==> config.mk <==
export PLATFORM = sky130hd
export DESIGN_NAME = kronos_counter_bank
export DESIGN_NICKNAME = d
export VERILOG_FILES = /design/src/rtl/kronos_counter_bank.sv
export SDC_FILE = /design/constraint.sdc
export NUM_CORES = 1
export LEC_CHECK = 0
export ABC_CLOCK_PERIOD_IN_PS = 7200
export CAP_MARGIN = 40
export CORE_UTILIZATION = 24
export CTS_CLUSTER_DIAMETER = 120
export DETAILED_ROUTE_END_ITERATION = 8
export SKIP_CTS_REPAIR_TIMING = 1
export SYNTH_ARGS = -nofsm -noshare
export SYNTH_HDL_FRONTEND = slang
export SYNTH_SLANG_ARGS = --single-unit
==> constraint.sdc <==
create_clock -name clk -period 7.2 [get_ports clk]
set_input_delay 0.72 -clock clk [delete_from_list [all_inputs] [get_ports clk]]
set_output_delay 0.72 -clock clk [all_outputs]
set_load 0.02 [all_outputs]
==> src/rtl/kronos_counter_bank.sv <==
`default_nettype none
// ============================================================================
// Module   : kronos_counter_bank
// Brief    : N machine event counters (mcycle/minstret/mhpmcounterN) with
//            inhibit, overflow pulse and a registered CSR request/response port.
// Revision : 1.0 - initial release
// ============================================================================
module kronos_counter_bank #(
    parameter int N_COUNTERS = 3,
    parameter int WIDTH      = 64
) (
    input  logic                  clk,
    input  logic                  rst,
    input  logic [N_COUNTERS-1:0] event_inc,
    input  logic                  csr_req,
    input  logic                  csr_we,
    input  logic [11:0]           csr_addr,
    input  logic [31:0]           csr_wdata,
    output logic                  csr_rvalid,
    output logic [31:0]           csr_rdata,
    output logic                  csr_illegal,
    output logic [N_COUNTERS-1:0] ovf
);

    localparam logic [6:0]  C_LO_BASE      = 7'h58;   // 0xB00 >> 5
    localparam logic [6:0]  C_HI_BASE      = 7'h5C;   // 0xB80 >> 5
    localparam logic [11:0] C_INHIBIT_ADDR = 12'h320;

    logic [N_COUNTERS-1:0] r_inh;
    logic [WIDTH-1:0]      w_cnt [N_COUNTERS];

    logic [4:0]            w_idx;
    logic [4:0]            w_sel;
    logic                  w_sel_ok;
    logic                  w_is_lo;
    logic                  w_is_hi;
    logic                  w_is_inh;
    logic                  w_legal;
    logic                  w_wr;
    logic [WIDTH-1:0]      w_sel_val;
    logic [31:0]           w_inh_rd;
    logic [N_COUNTERS-1:0] w_inh_wr;
    logic [31:0]           w_rdata;

    // Index 1 is the time CSR, which lives elsewhere; every other index j>0
    // selects counter j-1.
    always_comb begin
        w_idx    = csr_addr[4:0];
        w_sel    = (w_idx == 5'd0) ? 5'd0 : (w_idx - 5'd1);
        w_sel_ok = (w_idx != 5'd1) && ({1'b0, w_sel} < 6'(N_COUNTERS));
        w_is_lo  = (csr_addr[11:5] == C_LO_BASE) && w_sel_ok;
        w_is_hi  = (csr_addr[11:5] == C_HI_BASE) && w_sel_ok;
        w_is_inh = (csr_addr == C_INHIBIT_ADDR);
        w_legal  = w_is_lo || w_is_hi || w_is_inh;
        w_wr     = csr_req && csr_we;
    end

    always_comb begin
        w_sel_val = '0;
        for (int k = 0; k < N_COUNTERS; k++) begin
            if (w_sel == 5'(k)) begin
                w_sel_val = w_cnt[k];
            end
        end
    end

    // mcountinhibit layout mirrors the counter address map (bit 1 is time).
    always_comb begin
        w_inh_rd    = '0;
        w_inh_rd[0] = r_inh[0];
        w_inh_wr    = r_inh;
        w_inh_wr[0] = csr_wdata[0];
        for (int k = 1; k < N_COUNTERS; k++) begin
            if (k < 31) begin
                w_inh_rd[k+1] = r_inh[k];
                w_inh_wr[k]   = csr_wdata[k+1];
            end
        end
    end

    always_comb begin
        w_rdata = '0;
        if (w_is_inh) begin
            w_rdata = w_inh_rd;
        end else if (w_is_lo) begin
            w_rdata = w_sel_val[31:0];
        end else if (w_is_hi) begin
            w_rdata = 32'(w_sel_val[WIDTH-1:32]);
        end
    end

    always_ff @(posedge clk or posedge rst) begin
        if (rst) begin
            csr_rvalid  <= 1'b0;
            csr_rdata   <= '0;
            csr_illegal <= 1'b0;
        end else begin
            csr_rvalid  <= csr_req;
            csr_rdata   <= csr_req ? w_rdata : 32'h0;
            csr_illegal <= csr_req && !w_legal;
        end
    end

    always_ff @(posedge clk or posedge rst) begin
        if (rst) begin
            r_inh <= '0;
        end else if (w_wr && w_is_inh) begin
            r_inh <= w_inh_wr;
        end
    end

    for (genvar k = 0; k < N_COUNTERS; k++) begin : g_cnt
        logic [WIDTH-1:0] r_val;
        logic             r_ovf;
        logic             w_hit;
        logic             w_inc;
        logic [WIDTH-1:0] w_lo_val;
        logic [WIDTH-1:0] w_hi_val;

        assign w_hit    = w_wr && (w_sel == 5'(k));
        assign w_inc    = event_inc[k] && !r_inh[k];
        assign w_lo_val = {r_val[WIDTH-1:32], csr_wdata};
        assign w_hi_val = {csr_wdata[WIDTH-33:0], r_val[31:0]};

        // A CSR write to this counter replaces the increment and never wraps.
        always_ff @(posedge clk or posedge rst) begin
            if (rst) begin
                r_val <= '0;
                r_ovf <= 1'b0;
            end else begin
                r_ovf <= 1'b0;
                if (w_hit && w_is_lo) begin
                    r_val <= w_lo_val;
                end else if (w_hit && w_is_hi) begin
                    r_val <= w_hi_val;
                end else if (w_inc) begin
                    r_val <= r_val + WIDTH'(1);
                    r_ovf <= &r_val;
                end
            end
        end

        assign w_cnt[k] = r_val;
        assign ovf[k]   = r_ovf;
    end

endmodule
`default_nettype wire

# Word-level counts from Yosys, hierarchy flattened
# Cells that the tools add are included.
# W data, S select, Z words.
dict set report totals {
  reg_bits 232
  latch_bits 0
  mem_bits_rw 0
  rom_bits 0
  inputBits 51
  out_inout_bits 37
  mem_count 0
}
dict set report op_classes {
  addsub 4
  multipliers 0
  div_mod_pow 0
  n_lt_le_gt_ge 1
  eq_ne 9
  n_shift 0
  mux 26
  bitwise 3
  n_reduce_logical 41
}
# op count
set ops {}
lappend ops {{$mux W64} 9}
lappend ops {{$mux W32} 7}
lappend ops {{$add A64 B1 Y64 const B} 3}
lappend ops {{$reduce_and A64 Y1} 3}
lappend ops {{$logic_and A1 B1 Y1} 18}
lappend ops {{$eq A7 B7 Y1 const B} 2}
lappend ops {{$eq A12 B10 Y1 const B} 1}
lappend ops {{$reduce_and A2 Y1} 6}
lappend ops {{$reduce_bool A2 Y1} 6}
lappend ops {{$logic_not A5 Y1} 2}
lappend ops {{$mux W1} 9}
lappend ops {{$ne A2 B2 Y1 const B} 3}
lappend ops {{$eq A5 B1 Y1 const B} 1}
lappend ops {{$eq A5 B2 Y1 const B} 1}
lappend ops {{$lt A5 B2 Y1 const B} 1}
lappend ops {{$mux W5} 1}
lappend ops {{$ne A5 B1 Y1 const B} 1}
lappend ops {{$sub A5 B1 Y5 const B} 1}
lappend ops {{$logic_not A1 Y1} 4}
lappend ops {{$not A1 Y1} 3}
lappend ops {{$logic_or A1 B1 Y1} 2}

# Logic depth before layout (Yosys ltp)
# Gate-level depths: netlist of the first run.
dict set report logic_depth {
  depth_word 10
  depth_mapped 12
  mapped_depth_nobuf 8
}

# Worst setup path before layout of the first run
# OpenSTA, ideal clock, no wires.
dict set report synth_path {
  path_kind {input port to flip-flop}
  startpoint {in csr_addr[0]}
  endpoint {reg g_cnt[2].r_val[35]}
  setup_time_ns 0.129
  arrival_ns 2.845
  required_time_ns 7.071
  setup_slack_ns 4.225
  path_stages 9
  cell_sequence {inv_1 -> ha_1 -> nor2_1 -> o41ai_2 -> o2111ai_1 -> a2bb2oi_2 -> clkbuf_8 -> buf_2 -> a21oi_1}
}
dict set report synth_via {
  elab_chain_cells 8
  elab_cells_between_ends 16
  cone_classes {1 x add/sub; 1 x order compare; 2 x eq/ne; 2 x mux; 1 x bitwise; 9 x reduce/logical}
}
# item line
set synth_lines {}
lappend synth_lines {{from (decl)} 17} ;# input logic [11:0] csr_addr,
lappend synth_lines {{$sub A5 B1 Y5 / $logic_not A5 Y1 (equally long branches)} 49} ;# w_sel = (w_idx == 5'd0) ? 5'd0 : (w_idx - 5'd1);
lappend synth_lines {{$mux W5} 49}
lappend synth_lines {{$lt A5 B2 Y1} 50} ;# w_sel_ok = (w_idx != 5'd1) && ({1'b0, w_sel} < 6'(N_COUNTERS));
lappend synth_lines {{$logic_and A1 B1 Y1} 50}
lappend synth_lines {{$logic_and A1 B1 Y1 (on tied branches)} {52, 51}}
lappend synth_lines {{$logic_and A1 B1 Y1 (on tied branches)} {134, 132}}
lappend synth_lines {{$reduce_bool A2 Y1 (no line) / $not A1 Y1 (equally long branches)} -}
lappend synth_lines {{$reduce_and A2 Y1 (no line)} -}
lappend synth_lines {{to (signal assigned)} 133} ;# r_val <= w_lo_val;
lappend synth_lines {{to (signal assigned)} 135} ;# r_val <= w_hi_val;
lappend synth_lines {{to (signal assigned)} 137} ;# r_val <= r_val + WIDTH'(1);
lappend synth_lines {{to (decl)} 113} ;# logic [WIDTH-1:0] r_val;
# Parallel ways exist; a longest one is shown, timed or not. The select of a mux whose other input is x is not followed.
# A chain may end at the register's enable or synchronous reset.

# Final worst setup path of the first run
dict set report layout_path {
  startpoint {in csr_addr[0]}
  endpoint {reg g_cnt[0].r_val[45]}
}
dict set report layout_via {
  elab_chain_cells 8
  elab_cells_between_ends 16
  cone_classes {1 x add/sub; 1 x order compare; 1 x eq/ne; 2 x mux; 1 x bitwise; 10 x reduce/logical}
}
# item line
set layout_lines {}
lappend layout_lines {{$sub A5 B1 Y5 / $logic_not A5 Y1 (equally long branches)} 49}
lappend layout_lines {{$mux W5} 49}
lappend layout_lines {{$lt A5 B2 Y1} 50}
lappend layout_lines {{$logic_and A1 B1 Y1} 50}
lappend layout_lines {{$logic_and A1 B1 Y1 (on tied branches)} {52, 51}}
lappend layout_lines {{$logic_and A1 B1 Y1 (on tied branches)} {134, 132}}
lappend layout_lines {{$reduce_bool A2 Y1 (no line) / $not A1 Y1 (equally long branches)} -}
lappend layout_lines {{$reduce_and A2 Y1 (no line)} -}
lappend layout_lines {{to (signal assigned)} 133}
lappend layout_lines {{to (signal assigned)} 135}
lappend layout_lines {{to (signal assigned)} 137}
lappend layout_lines {{to (decl)} 113}
# Parallel ways exist; a longest one is shown, timed or not. The select of a mux whose other input is x is not followed.

==> summary.txt, run 1 <==
GRT
  – Gr ovfl total: 0
  – First-pass GRT wire length: 100,000 µm
  – Total track usage: 20.6%
  – Antenna violations before repair: 2
  – Largest net degree at the start of global routing: 98
  – Vias in the first global route: 15,154

Power and ir drop
  – Maximum vdd drop: 0.167 mV
  – PwrDens: 200 nW/µm²
  – Lkg Pwr: 6.56 nW

Final layout
  – Share of cells above drive strength 1: 8.66%
  – Layout Cells excl Fill: 2,716
  – Core Util, Final: 28.9%
  – Nets: 1,908
  – Diodes inserted: 0
  – Fillers: 6,791
  – Synthesis-to-layout area growth: 18.8%

STA
  – Slew Limit Fails: 0
  – Final period utilization: 64.3%
  – Fmax: 216 MHz
  – Setup TNS: 0 ns
  – Final Skew: 0.0201 ns
  – Fin Hold WS: 0.537 ns
  – Final min period: 4.63 ns
  – Relative max-transition margin: 32.2%
  – Worst Tran Pin Value: 1.02 ns
  – Hold Fails Final Rpt: 0
  – Final Setup Violations: 0
  – Setup slack after layout: 2.57 ns
  – Setup repair after global routing missed its margin: false

Critical path
  – R2R Setup Slk: 3.66 ns
  – R2R cell count: 7
  – Worst Setup Start Kind: input port
  – Crit Path Class: input port to register
  – CP Data Arrival Time: 5.09 ns
  – Slowest stage delay, CP: 0.80 ns
  – Largest fanout on the critical path: 20
  – Critical Path, Cell by Cell: clkdlybuf4s50_1 -> inv_1 -> ha_1 -> nor3_1 -> and4_1 -> o21a_1 -> nand2_1 -> buf_4 -> a31o_2 -> a22o_1
  – Worst Path Required: 7.66 ns
  – CP endpoint kind: register
  – CP max-delay cell: o21a_1

Drt
  – Vias per cell: 6.04
  – DR vias: 16,405
  – Avg WL per Cell: 25.0 µm
  – DRT Pass-1 Iters: 6
  – DR iter-0 viols: 2,424
  – WL final: 68,000 µm
  – Drt drc: 0
  – Final ANT Viol Nets: 0

Floorplanning
  – Chip width: 255 µm
  – Core area: 63,100 µm²
  – Num ports: 88
  – Die Height: 255 µm
  – DIE AREA: 64,900 µm²
  – Starting Density: 24.3%
  – Row count: 92

Clock network
  – H-tree Lvls: 1
  – Clk sink count: 232
  – CTS Buf Count: 27
  – Skew-Pair Late Insertion Delay: 0.59 ns
  – Clk slew on worst S/H paths: 0.06 ns
  – Longest Clk Path Bufs: 3
  – Root Buffer Master: clkbuf_16
  – CTS tree: done

Place
  – Setup slack at placement: 2.10 ns
  – HPWL Detailed: 48,900 µm
  – DP Cell Count: 2,664
  – Final Wtd Congestion: 0.970
  – Buffers on Ports: 87

Status
  – Outcome: finished, final reports clean

Logic synthesis
  – Synth Warn #: 0
  – Ranking of synthesized cells by area: dfrtp_1 (38%), a21oi_1 (7.4%), nor2_1 (4.0%)
  – Avg Inst Size Synth: 8.36 µm²
  – Register bit total from synthesis: 232
  – Gate Count Post-Synth: 1,835
  – Synth unique cells: 87
  – Net count after synthesis: 1,894
  – Number of flops mapped to enable cells by yosys: 0
  – Top_reg_cell synth: dfrtp_1
  – Sequential-to-total area share from yosys stat: 37.8%
  – Asr flop ratio synth: 100%
  – Mapped Area: 15,300 µm²
  – Largest area contributor in the synthesized netlist: dfrtp_1
  – Top cell type's share of synthesized area: 37.8%

Min path
  – Worst hold path type: register to register
  – Hold Path Cell Cnt: 1

Flow run
  – Max_cap viols: 0
==> cells by family (layout without fill, tap and decap cells) <==
| group | count (synthesis) | count (layout) | share of synthesized area, % |
|---|---|---|---|
| mux | 8 | 8 | 0.555 |
| simple gates | 682 | 682 | 23.6 |
| buf+inv | 197 | 232 | 5.56 |
| compound gates | 616 | 616 | 26.6 |
| xor+xnor | 92 | 92 | 5.25 |
| flops | 232 | 232 | 37.8 |
| fa+ha+maj | 8 | 8 | 0.653 |
==> cell type report <==
class	instances	area [µm²]	area share, %
Clock inverter	11	211	1.16
Clock buffer	39	781	4.28
Sequential cell	232	5810	31.9
Timing Repair Buffer	139	1400	7.70
Tap cell	846	1060	5.81
Multi-Input combinational cell	1406	8790	48.3
Inverter	43	169	0.927
==> Yosys cell counts, types with 9 or more instances <==
cell and instances:
a31o_2 9, nand3_1 88, a21oi_1 228, nor2_1 163, o22a_1 9, nand2_1 89, o21ai_0 88, buf_1 16
o211ai_1 22, a221oi_1 16, or4_1 10, buf_2 42, nor4_1 73, a21oi_2 13, xnor2_1 69, nor3_1 64
dfrtp_1 232, a31oi_1 15, o32ai_1 12, nand4_1 84, or3_1 21, and3_1 24, and4_1 14, o22ai_1 42
a221o_1 46, o31ai_1 36, o41ai_1 13, inv_1 43, and2_1 12, xor2_1 23, clkbuf_1 87
==> metrics by stage <==
| step | area (µm²) | power (mW) |
|---|---|---|
| floorplan | 15300 | 1.83 |
| global placement | 16900 | 2.04 |
| detailed placement | 17200 | 2.07 |
| CTS | 18200 | 3.64 |
| global route | 18200 | 3.76 |
| finish | 18200 | 3.65 |
==> cells in the final DEF (no fill, tap or decap), types with 42 or more instances in the layout <==
cell,n
nor4_1,73
a21oi_1,228
inv_1,42
o21ai_0,88
nor2_1,161
a221o_1,46
clkdlybuf4s50_1,87
o22ai_1,42
nand4_1,84
nand3_1,85
nor3_1,64
dfrtp_1,232
xnor2_1,69
nand2_1,88
==> layer usage <==
metal  track usage (%)  wire length (µm)
met1              28.8             27500
met2              30.0             28400
met3              6.29              9780
met4              6.09              2250
met5             0.150                 0
==> final timing paths <==
check,startpoint,to
setup / recovery,csr_addr[0],g_cnt[0].r_val[45]
hold / removal,g_cnt[0].r_val[62],g_cnt[0].r_val[62]
setup reg to reg,g_cnt[2].r_val[0],g_cnt[2].r_val[62]
hold reg to reg,g_cnt[0].r_val[62],g_cnt[0].r_val[62]
max in group asynchronous,rst,g_cnt[0].r_val[47]
min in group asynchronous,rst,g_cnt[2].r_val[8]
==> state kept, by name (all words and copies together), names as in the netlist <==
| name | count |
|---|---|
| csr_rdata | 32 |
| g_cnt.r_val | 192 |
| r_inh | 3 |
| csr_rvalid | 1 |
| g_cnt.r_ovf | 3 |
| csr_illegal | 1 |
==> critical path: cells and delay by family <==
family	cells	cell delay (ns)
fa+ha+maj	1	0.25
compound gates	3	1.24
buf+inv	3	1.19
simple gates	3	1.67
==> where the power goes <==
| group | switching (mW) | internal (mW) | leakage [nW] |
|---|---|---|---|
| Combinational | 0.308 | 0.187 | 3.17 |
| Sequential | 0.170 | 1.40 | 2.90 |
| Clock | 0.616 | 0.965 | 0.484 |
Note: power is estimated with default switching activity, not from simulation.
==> inputs of run 2 (changes only) <==
--- a/config.mk
+++ b/config.mk
@@ -5,7 +5,7 @@
 export SDC_FILE = /design/constraint.sdc
 export NUM_CORES = 1
 export LEC_CHECK = 0
-export ABC_CLOCK_PERIOD_IN_PS = 7200
+export ABC_CLOCK_PERIOD_IN_PS = 4550
 export CAP_MARGIN = 40
 export CORE_UTILIZATION = 24
 export CTS_CLUSTER_DIAMETER = 120
==> constraint.sdc (replaced) <==
create_clock -name clk -period 4.55 [get_ports clk]
set_input_delay 0.455 -clock clk [delete_from_list [all_inputs] [get_ports clk]]
set_output_delay 0.455 -clock clk [all_outputs]
set_load 0.02 [all_outputs]
==> run 2 against run 1 <==
  * Clock power rose by 41%
  * Global-route usage rose by 0.40 points
  * Non-clock buffer count rose by 16
  * Clock skew fell by 0.0011 ns
  * Setup slack got worse by 1.6 ns
  * First-iteration DRC count fell by 11%
  * Largest cell class unchanged
==> summary.txt, run 2 (synthesis gave the netlist of run 1 again) <==
Status
  – Outcome: finished, final reports clean

Critical path
  – CP Launch Point: csr_addr[0]
  – R2R Setup Slk: 1.31 ns (-2.35 ns)
  – Worst R2R End: g_cnt[1].r_val[46]
  – Worst Setup Start Kind: input port
  – CP Depth: 10 (unchanged)
  – CP Data Arrival Time: 4.08 ns (-1.01 ns)
  – FF-to-FF Start: g_cnt[1].r_val[8]
  – Critical Path, Cell by Cell: clkdlybuf4s50_1 -> inv_1 -> ha_1 -> nor3_1 -> nand4b_1 -> a21o_1 -> nor2_2 -> buf_4 -> o21ai_0 -> a221o_1
  – CP endpoint kind: register
  – Worst Path Required: 5.00 ns (-2.66 ns)
  – Largest fanout on the critical path: 31 (+55%)
  – Crit path max-delay family: compound AO/OA/AOI/OAI gates
  – R2R cell count: 6 (-1)
  – Worst Path Buf+Inv: 3 (unchanged)
  – CP max-delay cell: a21o_1
  – Slowest stage delay, CP: 0.67 ns (-0.13 ns)
  – Crit Path Class: input port to register
  – Critical path endpoint: g_cnt[0].r_val[58]

Clock network
  – Longest Clk Path Bufs: 3 (unchanged)
  – Clk sink count: 232 (unchanged)
  – Clk slew on worst S/H paths: 0.06 ns (about the same)
  – CTS tree: done
  – H-tree Lvls: 1 (unchanged)
  – CTS Buf Count: 29 (+7.4%)
  – Skew-Pair Late Insertion Delay: 0.58 ns (about the same)
  – Root Buffer Master: clkbuf_16

STA
  – Slew Limit Fails: 0 (unchanged)
  – Setup repair after global routing missed its margin: false
  – Fin Hold WS: 0.398 ns (-0.138 ns)
  – Worst Tran Pin Value: 0.991 ns (-0.0271 ns)
  – Final period utilization: 79.7%
  – Setup slack after layout: 0.925 ns (-1.65 ns)
  – Final Setup Violations: 0 (unchanged)
  – Relative max-transition margin: 33.5% (+1.3 points)
  – Setup TNS: 0 ns (unchanged)
  – Final Skew: 0.0190 ns (-0.00110 ns)
  – Fmax: 276 MHz
  – Hold Fails Final Rpt: 0 (unchanged)
  – Final min period: 3.62 ns

Power and ir drop
  – PwrDens: 304 nW/µm² (+52%)
  – Gate power share: 14.7% (+1.1 points)
  – P_int: 3.81 mW (+49%)
  – Seq pwr share: 44.9% (+1.8 points)
  – Switching Fraction: 31.0% (+0.97 points)
  – Sw Pwr: 1.71 mW (+56%)
  – Maximum vdd drop: 0.231 mV (+39%)
  – Lkg Pwr: 6.55 nW (-0.12%)
  – Clock power share: 40.4% (-2.9 points)

Flow run
  – Max_cap viols: 0 (unchanged)

Floorplanning
  – Row count: 92 (unchanged)
  – Num ports: 88 (unchanged)
  – Core area: 63,100 µm² (unchanged)
  – Starting Density: 24.3% (unchanged)
  – Die Height: 255 µm (unchanged)
  – DIE AREA: 64,900 µm² (unchanged)
  – Chip width: 255 µm (unchanged)

Final layout
  – Reg area: 5810 µm² (unchanged)
  – Nets: 1,926 (+0.94%)
  – Share of cells above drive strength 1: 9.03% (+0.37 points)
  – Largest regs: g_cnt.r_val x192, csr_rdata x32
  – Most common cell after layout, fill and taps aside: dfrtp_1
  – Top reg by flops: g_cnt.r_val
  – Post-route cell area: 18,200 µm² (-0.32%)
  – Commonest cells after routing, fill and taps aside: dfrtp_1 (232), a21oi_1 (228), nor2_1 (162), o21ai_0 (88), nand2_1 (88)
  – Layout Cells excl Fill: 2,729 (+0.48%)
  – Synthesis-to-layout area growth: 18.4%
  – Fillers: 6,794 (+0.044%)
  – Multi-input logic area: 8790 µm² (about the same)
  – Max reg flops: 192 (unchanged)

GRT
  – Antenna violations before repair: 2 (unchanged)
  – Gr ovfl total: 0 (unchanged)
  – Total track usage: 21.0% (+0.40 points)
  – Largest net degree at the start of global routing: 103 (+5.1%)
  – First-pass GRT wire length: 102,000 µm (+2.0%)
  – Vias in the first global route: 15,297 (+0.94%)

Drt
  – DRT Pass-1 Iters: 5 (-1)
  – Final ANT Viol Nets: 0 (unchanged)
  – WL final: 69,400 µm (+2.1%)
  – DR iter-0 viols: 2,154 (-11%)
  – DR vias: 16,373 (-0.20%)
  – Vias per cell: 6.00 (-0.67%)
  – Avg WL per Cell: 25.4 µm (+1.6%)
  – Drt drc: 0 (unchanged)

Place
  – Buffers on Ports: 87 (unchanged)
  – HPWL Detailed: 50,000 µm (+2.3%)
  – Final Wtd Congestion: 0.991 (+2.1%)
  – Setup slack at placement: 0.409 ns (-1.69 ns)
  – Area after DPL: 17,300 µm² (+0.49%)
  – DP Cell Count: 2,682 (+0.68%)

Min path
  – Worst hold path type: input port to asynchronous set/reset pin
run 2: cell types whose count changed in the layout (fill, tap and decap cells not counted), sizes merged:
cell | previous run | this run
clkbuf | 39 | 42
clkdlybuf4s18 | 2 | 0
inv | 44 | 43
buf | 50 | 68
bufinv | 6 | 1
diode | 0 | 1
clkinv | 3 | 2
run 2: stage by stage:
| stage | util (%) | power (mW) |
|---|---|---|
| 2_1_floorplan | - | 2.90 |
| 3_3_place_gp | 27.4 | 3.27 |
| 3_5_place_dp | 27.4 | 3.29 |
| 4_1_cts | 28.8 | 5.52 |
| 5_1_grt | 28.8 | 5.70 |
| 6_report | 28.8 | 5.52 |
run 2: how the worst min path moves through the flow:
stage	startpoint	to	slack, ns	depth (start not counted)
global route	rst	g_cnt[2].r_val[11]	0.47	2
floorplan	g_cnt[0].r_val[61]	g_cnt[0].r_val[61]	0.48	1
finish	rst	g_cnt[2].r_val[11]	0.40	2
global placement	g_cnt[0].r_val[61]	g_cnt[0].r_val[61]	0.51	1
detailed placement	g_cnt[0].r_val[61]	g_cnt[0].r_val[61]	0.51	1
CTS	rst	g_cnt[2].r_val[11]	0.44	2
run 2: layout make-up:
type / instances / share of cell area (%)
Tap cell: 846 / 5.83
Sequential cell: 232 / 32.0
Clock inverter: 4 / 0.269
Antenna cell: 1 / 0.0138
Inverter: 43 / 0.909
Timing Repair Buffer: 155 / 8.08
Multi-Input combinational cell: 1406 / 48.4
Clock buffer: 42 / 4.54
run 2: per-layer routing:
| layer | vias to the layer above | track usage, % | wire, µm |
|---|---|---|---|
| li1 | 7088 | - | - |
| met1 | 8127 | 29.1 | 28500 |
| met2 | 1036 | 31.1 | 30100 |
| met3 | 120 | 6.40 | 8780 |
| met4 | 2 | 6.07 | 2050 |
| met5 | - | 0 | 13 |
run 2: power by group through the flow:
| stage | combinational (mW) | sequential (mW) | clock (mW) |
|---|---|---|---|
| 6_report | 0.810 | 2.48 | 2.23 |
| 5_1_grt | 0.868 | 2.50 | 2.33 |
| 4_1_cts | 0.793 | 2.47 | 2.26 |
| 3_5_place_dp | 0.788 | 2.50 | 0 |
| 3_3_place_gp | 0.767 | 2.50 | 0 |
| 2_1_floorplan | 0.480 | 2.42 | 0 |
